## src/rtl/kc_aes_pkg.sv

```systemverilog
// Shared AES types, GF(2^8) helpers and the MixColumns FSM encoding.
package kc_aes_pkg;

  localparam logic [7:0] AES_POLY = 8'h1B;

  typedef logic [7:0]   byte_t;
  typedef logic [31:0]  word_t;
  typedef logic [127:0] state_t;

  typedef enum logic [1:0] {IDLE, BUSY, DONE} mc_state_e;

  function automatic byte_t xtime(input byte_t b);
    return {b[6:0], 1'b0} ^ (b[7] ? AES_POLY : 8'h00);
  endfunction

  function automatic byte_t gmul2(input byte_t b);
    return xtime(b);
  endfunction

  function automatic byte_t gmul3(input byte_t b);
    return xtime(b) ^ b;
  endfunction

  // Inverse coefficients are sums of the x2/x4/x8 chain terms.
  function automatic byte_t gmul9(input byte_t b);
    return xtime(xtime(xtime(b))) ^ b;
  endfunction

  function automatic byte_t gmulb(input byte_t b);
    return xtime(xtime(xtime(b))) ^ xtime(b) ^ b;
  endfunction

  function automatic byte_t gmuld(input byte_t b);
    return xtime(xtime(xtime(b))) ^ xtime(xtime(b)) ^ b;
  endfunction

  function automatic byte_t gmule(input byte_t b);
    return xtime(xtime(xtime(b))) ^ xtime(xtime(b)) ^ xtime(b);
  endfunction

endpackage

```

## src/rtl/mix_column_word.sv

```systemverilog
// One-column forward/inverse MixColumns, purely combinational.
module mix_column_word
  import kc_aes_pkg::*;
(
  input  word_t col,
  input  logic  inv,
  output word_t result
);

  byte_t a, b, c, d;

  assign {a, b, c, d} = col;

  always_comb begin
    if (inv) begin
      result = {gmule(a) ^ gmulb(b) ^ gmuld(c) ^ gmul9(d),
                gmul9(a) ^ gmule(b) ^ gmulb(c) ^ gmuld(d),
                gmuld(a) ^ gmul9(b) ^ gmule(c) ^ gmulb(d),
                gmulb(a) ^ gmuld(b) ^ gmul9(c) ^ gmule(d)};
    end else begin
      result = {gmul2(a) ^ gmul3(b) ^ c ^ d,
                a ^ gmul2(b) ^ gmul3(c) ^ d,
                a ^ b ^ gmul2(c) ^ gmul3(d),
                gmul3(a) ^ b ^ c ^ gmul2(d)};
    end
  end

endmodule

```

## src/rtl/mix_columns_iter.sv

```systemverilog
// Iterative MixColumns/InvMixColumns stage: COLS_PER_CYCLE columns per BUSY cycle,
// result held in the state register until the downstream takes it.
module mix_columns_iter
  import kc_aes_pkg::*;
#(
  parameter int COLS_PER_CYCLE = 1
) (
  input  logic      clk_i,
  input  logic      rst_i,
  input  logic      in_valid_i,
  output logic      in_ready_o,
  input  state_t    state_i,
  input  logic      inv_i,
  input  logic      bypass_i,
  output logic      out_valid_o,
  input  logic      out_ready_i,
  output state_t    state_o,
  output logic      busy_o,
  output mc_state_e dbg_state
);

  localparam int NUM_GROUPS = 4 / COLS_PER_CYCLE;
  localparam int CNT_W      = (NUM_GROUPS > 1) ? $clog2(NUM_GROUPS) : 1;

  if (!(COLS_PER_CYCLE == 1 || COLS_PER_CYCLE == 2 || COLS_PER_CYCLE == 4)) begin : g_bad_cols
    $error("mix_columns_iter: COLS_PER_CYCLE must be 1, 2 or 4");
  end

  mc_state_e        fsm_q;
  state_t           state_q;
  state_t           busy_next;
  logic             inv_q;
  logic [CNT_W-1:0] grp_q;
  logic             accept;
  logic             last_grp;
  word_t            col_in  [COLS_PER_CYCLE];
  word_t            col_out [COLS_PER_CYCLE];

  // Handshake: a transfer happens on any clock edge where valid and ready are both
  // high; valid, once raised, is held with stable data until that edge. in_ready_o
  // follows out_ready_i in DONE so a new block can replace the result with no bubble.
  assign in_ready_o  = (fsm_q == IDLE) || ((fsm_q == DONE) && out_ready_i);
  assign accept      = in_valid_i && in_ready_o;
  assign last_grp    = (grp_q == CNT_W'(NUM_GROUPS - 1));
  assign out_valid_o = (fsm_q == DONE);
  assign busy_o      = (fsm_q != IDLE);
  assign state_o     = state_q;
  assign dbg_state   = fsm_q;

  always_comb begin
    for (int k = 0; k < COLS_PER_CYCLE; k++) begin
      col_in[k] = state_q[127-32*k -: 32];
      for (int g = 1; g < NUM_GROUPS; g++) begin
        if (grp_q == CNT_W'(g)) col_in[k] = state_q[127-32*(g*COLS_PER_CYCLE+k) -: 32];
      end
    end
  end

  for (genvar k = 0; k < COLS_PER_CYCLE; k++) begin : g_col
    mix_column_word u_word (
      .col    (col_in[k]),
      .inv    (inv_q),
      .result (col_out[k])
    );
  end

  // Only the current group's columns change; the rest keep their latched bytes.
  always_comb begin
    busy_next = state_q;
    for (int c = 0; c < 4; c++) begin
      if (grp_q == CNT_W'(c / COLS_PER_CYCLE)) busy_next[127-32*c -: 32] = col_out[c % COLS_PER_CYCLE];
    end
  end

  always_ff @(posedge clk_i or posedge rst_i) begin
    if (rst_i) begin
      fsm_q   <= IDLE;
      state_q <= '0;
      inv_q   <= 1'b0;
      grp_q   <= '0;
    end else if (accept) begin
      state_q <= state_i;
      inv_q   <= inv_i;
      grp_q   <= '0;
      fsm_q   <= bypass_i ? DONE : BUSY;
    end else begin
      case (fsm_q)
        BUSY: begin
          state_q <= busy_next;
          grp_q   <= last_grp ? '0 : grp_q + CNT_W'(1);
          if (last_grp) fsm_q <= DONE;
        end
        DONE: begin
          if (out_ready_i) fsm_q <= IDLE;
        end
        default: ;
      endcase
    end
  end

endmodule
```

## config.mk

```make
export PLATFORM = sky130hd
export DESIGN_NAME = mix_columns_iter
export DESIGN_NICKNAME = d
export VERILOG_FILES = /design/src/rtl/kc_aes_pkg.sv /design/src/rtl/mix_column_word.sv /design/src/rtl/mix_columns_iter.sv
export SDC_FILE = /design/constraint.sdc
export NUM_CORES = 1
export LEC_CHECK = 0
export ABC_AREA = 1
export CAP_MARGIN = 10
export CORE_MARGIN = 5
export CORE_UTILIZATION = 26
export CTS_CLUSTER_DIAMETER = 50
export CTS_CLUSTER_SIZE = 12
export DETAILED_ROUTE_END_ITERATION = 8
export PLACE_DENSITY = 0.54
export SYNTH_ARGS = -nofsm -noshare
export SYNTH_HDL_FRONTEND = slang
export SYNTH_SLANG_ARGS = --single-unit
```

## constraint.sdc

```tcl
create_clock -name clk_i -period 5 [get_ports clk_i]
set_clock_uncertainty 0.05 [all_clocks]
set_input_delay 0.75 -clock clk_i [delete_from_list [all_inputs] [get_ports clk_i]]
set_output_delay 0.75 -clock clk_i [all_outputs]
set_load 0.05 [all_outputs]
```

-- Word level (Yosys, flattened, before mapping)
Cells that the tools add are included.
- add/sub/neg operators: 1
- $mul: 0
- div/mod/pow operators: 0
- magnitude comparators: 0
- eq/ne operators: 7
- shifts and indexed selects: 0
- multiplexer cells: 30
- bitwise operators: 64
- reductions and logical operators: 17
- operator list (kind ; count):
    8-bit XOR ; 63
    128-bit two-way mux ; 2
    32-bit two-way mux ; 8
    5-bit two-way mux ; 12
    2-bit two-way mux ; 7
    2-bit nonzero test ; 6
    2-bit AND reduction ; 4
    8-bit by 5-bit XOR with 8-bit output ; 1
    2-bit == test (second input constant) ; 3
    2-bit by 1-bit == test with 1-bit output (second input constant) ; 2
    2-bit zero test ; 2
    2-bit one-hot mux with 2 select lines ; 1
    3-bit by 1-bit inequality test with 1-bit output (second input constant) ; 1
    3-bit inequality test (second input constant) ; 1
    3-bit AND reduction ; 1
    3-bit nonzero test ; 1
    2-bit by 1-bit adder with 2-bit output (second input constant) ; 1
    1-bit logical AND ; 2
    1-bit logical OR ; 1
- bits in registers: 133
- latch bits: 0
- memory bits (writable): 0
- ROM bits: 0
- output and inout port bits: 133
- word-level logic and storage cells: 126
- memories kept: 0

-- Logic depth before layout (Yosys ltp)
- word-level depth: 19
- gate-level depth with buffers: 27
- depth with buffers taken out: 25

-- Cells and area by module
From an unflattened synthesis, not the netlist that was laid out.
- cell total of the unflattened synthesis: 2066
- area, all modules: 13055.0 µm²
- by module, submodules not included (module ; instances ; cells each ; area each (µm²) ; sequential area each (µm²)):
    mix_columns_iter ; 1 ; 1048 ; 7614.8 ; 3328.2
    mix_column_word ; 1 ; 1018 ; 5440.2 ; 0.0

-- Worst setup path before layout
Ideal clock, no wire load.
- kind: input to register
- start point: input port out_ready_i
- end point: register state_q[115] (netlist: state_o[115])
- setup time: 0.079 ns
- data arrival time: 2.875 ns
- data required time: 4.871 ns
- slack: 1.997 ns
- cell stages on the path: 9
- cell sequence: inv_1 a21oi_1 nand2_1 inv_1 clkbuf_1 clkbuf_1 nand2_1 o21ai_0 o21bai_1
- word-level cells in the longest chain between the ends: 5
- elaborated cells between the ends (all ways): 7
- classes of those cells: mux (1); reduce/logical (6)
- RTL lines (item ; RTL line ; RTL):
    start: declaration ; mix_columns_iter.sv:16 ; input logic out_ready_i,
    1-bit logical AND (*) ; mix_columns_iter.sv:42 ; assign in_ready_o = (fsm_q == IDLE) || ((fsm_q == DONE) && out_ready_i);
    1-bit logical OR (*) ; mix_columns_iter.sv:42 ;
    named net in_ready_o ; mix_columns_iter.sv:11 ; output logic in_ready_o,
    1-bit logical AND (*) ; mix_columns_iter.sv:43 ; assign accept = in_valid_i && in_ready_o;
    2-bit nonzero test (no source line) ; -- ;
    2-bit AND reduction (no source line) ; -- ;
    end signal: assignment ; mix_columns_iter.sv:82 ; state_q <= state_i;
    end signal: assignment ; mix_columns_iter.sv:89 ; state_q <= busy_next;
    end: declaration ; mix_columns_iter.sv:30 ; state_t state_q;
The timed path passes the listed nets; every way through them passes the cells marked *.
A chain may end at the register's enable or synchronous reset.

-- Worst setup path in the final report
- start point: register grp_q[1]
- end point: register state_q[43] (netlist: state_o[43])
- word-level cells in the longest chain between the ends: 17
- elaborated cells between the ends (all ways): 48
- classes of those cells: eq/ne (3); mux (17); bitwise (26); reduce/logical (2)
- RTL lines (item ; RTL line ; RTL):
    start: declaration ; mix_columns_iter.sv:33 ; logic [CNT_W-1:0] grp_q;
    start signal: assignment ; mix_columns_iter.sv:90 ; grp_q <= last_grp ? '0 : grp_q + CNT_W'(1);
    2-bit by 1-bit == test with 1-bit output ; mix_columns_iter.sv:54 ; if (grp_q == CNT_W'(g)) col_in[k] = state_q[127-32*(g*COLS_PER_CYCLE+k) -: 32];
    32-bit two-way mux (3 in series) ; mix_columns_iter.sv:54 ;
    5-bit two-way mux or 8-bit XOR (tied branches) ; kc_aes_pkg.sv:13 ; return {b[6:0], 1'b0} ^ (b[7] ? AES_POLY : 8'h00);
    8-bit XOR ; kc_aes_pkg.sv:13 ;
    8-bit XOR or 5-bit two-way mux (tied branches) ; kc_aes_pkg.sv:13 ;
    8-bit XOR ; kc_aes_pkg.sv:13 ;
    8-bit XOR (2 in series) ; kc_aes_pkg.sv:34 ; return xtime(xtime(xtime(b))) ^ xtime(xtime(b)) ^ b;
    8-bit XOR (3 in series) ; mix_column_word.sv:18 ; gmuld(a) ^ gmul9(b) ^ gmule(c) ^ gmulb(d),
    32-bit two-way mux ; mix_column_word.sv:15 ; if (inv) begin
    32-bit two-way mux ; mix_columns_iter.sv:71 ; if (grp_q == CNT_W'(c / COLS_PER_CYCLE)) busy_next[127-32*c -: 32] = col_out[c % COLS_PER_CYCLE];
    128-bit two-way mux ; mix_columns_iter.sv:87 ; case (fsm_q)
    128-bit two-way mux ; mix_columns_iter.sv:81 ; end else if (accept) begin
Parallel ways exist; a longest one is shown, timed or not. The select of a mux whose other input is x is not followed.

==> flow_summary.yaml <==
status:
  status: "completed"
floorplanning:
  pin_count: 267
  initial_utilization_pct: 26.1
  die_x_um: 231
  dieArea_sq_um: 53400
  coreArea_sq_um: 48600
  die_h_um: 231
  num_rows: 81
cts:
  htreeDepth: 4
  clk_latency_ns: 0.44
  cts_setup_buffers: 0
  clk_path_buf_depth: 2
  clk_pin_slew_ns: 0.06
  hold_buffers: 0
  cts_buffers: 17
  clock_sinks: 133
  cts_root_buf: "clkbuf_16"
  cts_tree: "done"
  ctsResizeCount: 0
setup_path:
  crit_chain: "inv_1 -> ha_2 -> buf_4 -> nand2_1 -> o21ai_0 -> nand2_1 -> a21oi_2 -> xor2_1 -> nand3_1 -> nand2_1 -> nand2_1 -> nand2_1 -> nand2_1 -> nand2_1 -> nor2_1 -> nor2_1 -> nand2_1 -> nand2_1 -> o21bai_1"
  cp-end-kind: "flop"
  worstSetupPathType: "flop to flop"
  reg2reg_to: "state_o[43]$_DFFE_PP0P_"
  cp.arrival_ns: 4.49
  ff2ff_path_depth: 19
  cp-endpoint: "state_o[43]$_DFFE_PP0P_"
  path_max_fanout: 44
  timing.rr.start: "grp_q[1]$_DFFE_PP0P_"
  reg2reg_slack_ns: 0.74
  cp_data_required_time_ns: 5.23
  start_kind: "flop"
  slowest_delay_ns: 0.87
  cp_common_cell: "nand2_1"
  cp_slowest_cell: "a21oi_2"
  critPathLaunch: "grp_q[1]$_DFFE_PP0P_"
global_route:
  grt.total_usage_pct: 23.1
  antenna_found_initial: 0
  grt_pass1_wl_mm: 92.6
  first_global_vias: 14000
  grt_max_degree: 79
  grt-ovfl-total: 0
timing:
  setup_viol: 0
  slew_viol_final: 0
  max_clock_freq_mhz: 235
  hold_viol: 0
  rsz0062_at_grt: "no"
  finalSetupTns_ns: 0
  min_period_over_period_pct: 85.2
  worst_slew_pin_slew_ns: 1.10
  fin_crit_ns: 4.26
  relSlewSlack_pct: 26.3
logic_synthesis:
  synthTopCellsByArea: "nand2_1 29%, dfrtp_1 26%, xor2_1 7.9%"
  synth_warnings: 0
  synth_top_area_share_pct: 29.3
  synth_mux_area_share_pct: 0
  synth.largest_area_cell: "nand2_1"
  synth_compound_area_share_pct: 10.9
  synth_fa_ha_area_share_pct: 0.394
  yosysSeqAreaShare_pct: 26.2
  synth_edf_count: 0
  synth_nets: 2173
  synth_top_family_by_area: "simple AND/OR/NAND/NOR gates"
  syn_area_per_cell_sq_um: 6.24
  synthCells: 2035
  yosysUniqueCellTypes: 47
  netlist_area_sq_um: 12700
  synth-async-reset-ratio_pct: 100
  yosys.area_share.xor_xnor_pct: 12.6
  synthSimpleGateAreaFrac_pct: 42.3
  synth_top_flop_cell: "dfrtp_1"
  ys_seq_elements: 133
placed_design:
  portBuffers: 266
  gp_congestion: 1.00
  hpwlAfterDp_mm: 49.9
drt:
  vias: 14300
  firstDrtPassIters: 6
  routed_wl_mm: 63.4
  antenna_left: 0
  wl_per_cell_um: 21.9
  viasPerCell: 4.94
  route.detailed.drc: 0
  drt_iter0_drc: 1198
final_layout:
  nFillCells: 5270
  insertedDiodeCount: 0
  drive_above_1_share_pct: 8.02
  fin_util_pct: 34.1
  synthToLayoutAreaGrowth_pct: 30.5
  nets: 2406
worst_hold_path:
  hold_path_class: "flop to flop"
run:
  drv_cap: 0
==> metal layers <==
metal | GRT usage, % | wire [um] | vias up
li1 | - | - | 6834
met1 | 32.3 | 28300 | 6799
met2 | 36.7 | 28800 | 625
met3 | 3.96 | 4570 | 85
met4 | 6.65 | 1850 | 0
met5 | 0 | 0 | -
==> worst max-delay path: cells and delay by family, from the launching register on <==
family,cells,cell delay [ns]
flops,1,0.41
buf+inv,2,0.48
xor+xnor,1,0.60
fa+ha+maj,1,0.19
simple gates,12,1.29
compound gates,3,1.04
==> cell usage after synthesis, types with 2 or more instances <==
library cell	number
nand2_2	41
a21oi_1	47
buf_4	7
inv_1	125
nor2_1	72
o21bai_1	39
nand3b_1	8
a21oi_2	7
o21ai_1	12
buf_6	12
clkbuf_1	37
o21ai_0	43
nand3_1	155
xor2_1	114
a22o_1	14
xor2_4	2
or2_2	7
dfrtp_1	133
nand2_1	993
xnor2_1	41
buf_1	2
nand3_2	6
a31oi_1	11
nand4_1	5
buf_2	16
or2_1	7
o211ai_1	8
o21ai_2	10
a21oi_4	3
nand2_4	8
ha_1	4
xor2_2	9
a21boi_4	3
inv_2	20
a21o_1	2
==> cell families after synthesis <==
| logic type | Yosys count |
|---|---|
| buffers and inverters | 221 |
| adder cells (fa/ha/maj) | 4 |
| XOR/XNOR | 168 |
| flip-flops | 133 |
| AO/OA/AOI/OAI | 204 |
| AND/OR/NAND/NOR | 1305 |
==> worst min path at each step <==
| stage | from | end | cells after the start |
|---|---|---|---|
| 3_3_place_gp | state_o[94]$_DFFE_PP0P_ | state_o[94]$_DFFE_PP0P_ | 2 |
| 4_1_cts | state_o[53]$_DFFE_PP0P_ | state_o[53]$_DFFE_PP0P_ | 2 |
| 6_report | state_o[53]$_DFFE_PP0P_ | state_o[53]$_DFFE_PP0P_ | 2 |
| 3_5_place_dp | state_o[53]$_DFFE_PP0P_ | state_o[53]$_DFFE_PP0P_ | 2 |
| 2_1_floorplan | grp_q[1]$_DFFE_PP0P_ | grp_q[1]$_DFFE_PP0P_ | 2 |
| 5_1_grt | state_o[53]$_DFFE_PP0P_ | state_o[53]$_DFFE_PP0P_ | 2 |
==> cell usage in the layout, fill, tap and decap left out, types with 6 or more instances in the layout <==
master and instances:
or2_2 7, clkbuf_16 17, xor2_2 9, o21ai_2 10, nand3_2 6, a21oi_2 7
o21ai_0 43, inv_2 20, a22o_1 14, or2_1 7, nand3_1 155, dfrtp_1 133
nand2_4 8, o21bai_1 39, buf_4 19, inv_1 123, nand2_2 43, o21ai_1 11
nand2_1 991, xnor2_1 41, nor2_1 72, a31oi_1 11, clkdlybuf4s50_1 266, xor2_1 114
nand3b_1 8, o211ai_1 8, a21oi_1 47
==> per-stage QoR <==
stage	hold slack [ns]	cells	worst slack [ns]	cell area, sq um
4_1_cts	0.461	2903	0.821	16600
3_3_place_gp	0.440	2871	0.749	16000
5_1_grt	0.471	2903	0.483	16600
3_5_place_dp	0.446	2871	0.841	16000
6_report	0.459	2903	0.740	16600
2_1_floorplan	0.456	2035	0.646	12700
==> flip-flops by register name (all words and copies together) (netlist names) <==
register / flops
inv_q: 1
dbg_state: 2
grp_q: 2
state_o: 128
==> cell type report <==
| type | instances | area (sq um) | area share [%] |
|---|---|---|---|
| sequential | 133 | 3330 | 20.1 |
| clock inverter | 12 | 151 | 0.913 |
| inverter | 147 | 562 | 3.39 |
| timing repair buffer | 288 | 2870 | 17.3 |
| tap | 622 | 778 | 4.69 |
| multi-input combinational | 1681 | 8430 | 50.8 |
| clock buffer | 20 | 467 | 2.81 |
Power is left out: the tool's default activity adds up to more than one toggle a clock period on the data nets, which glitch-free logic cannot reach.
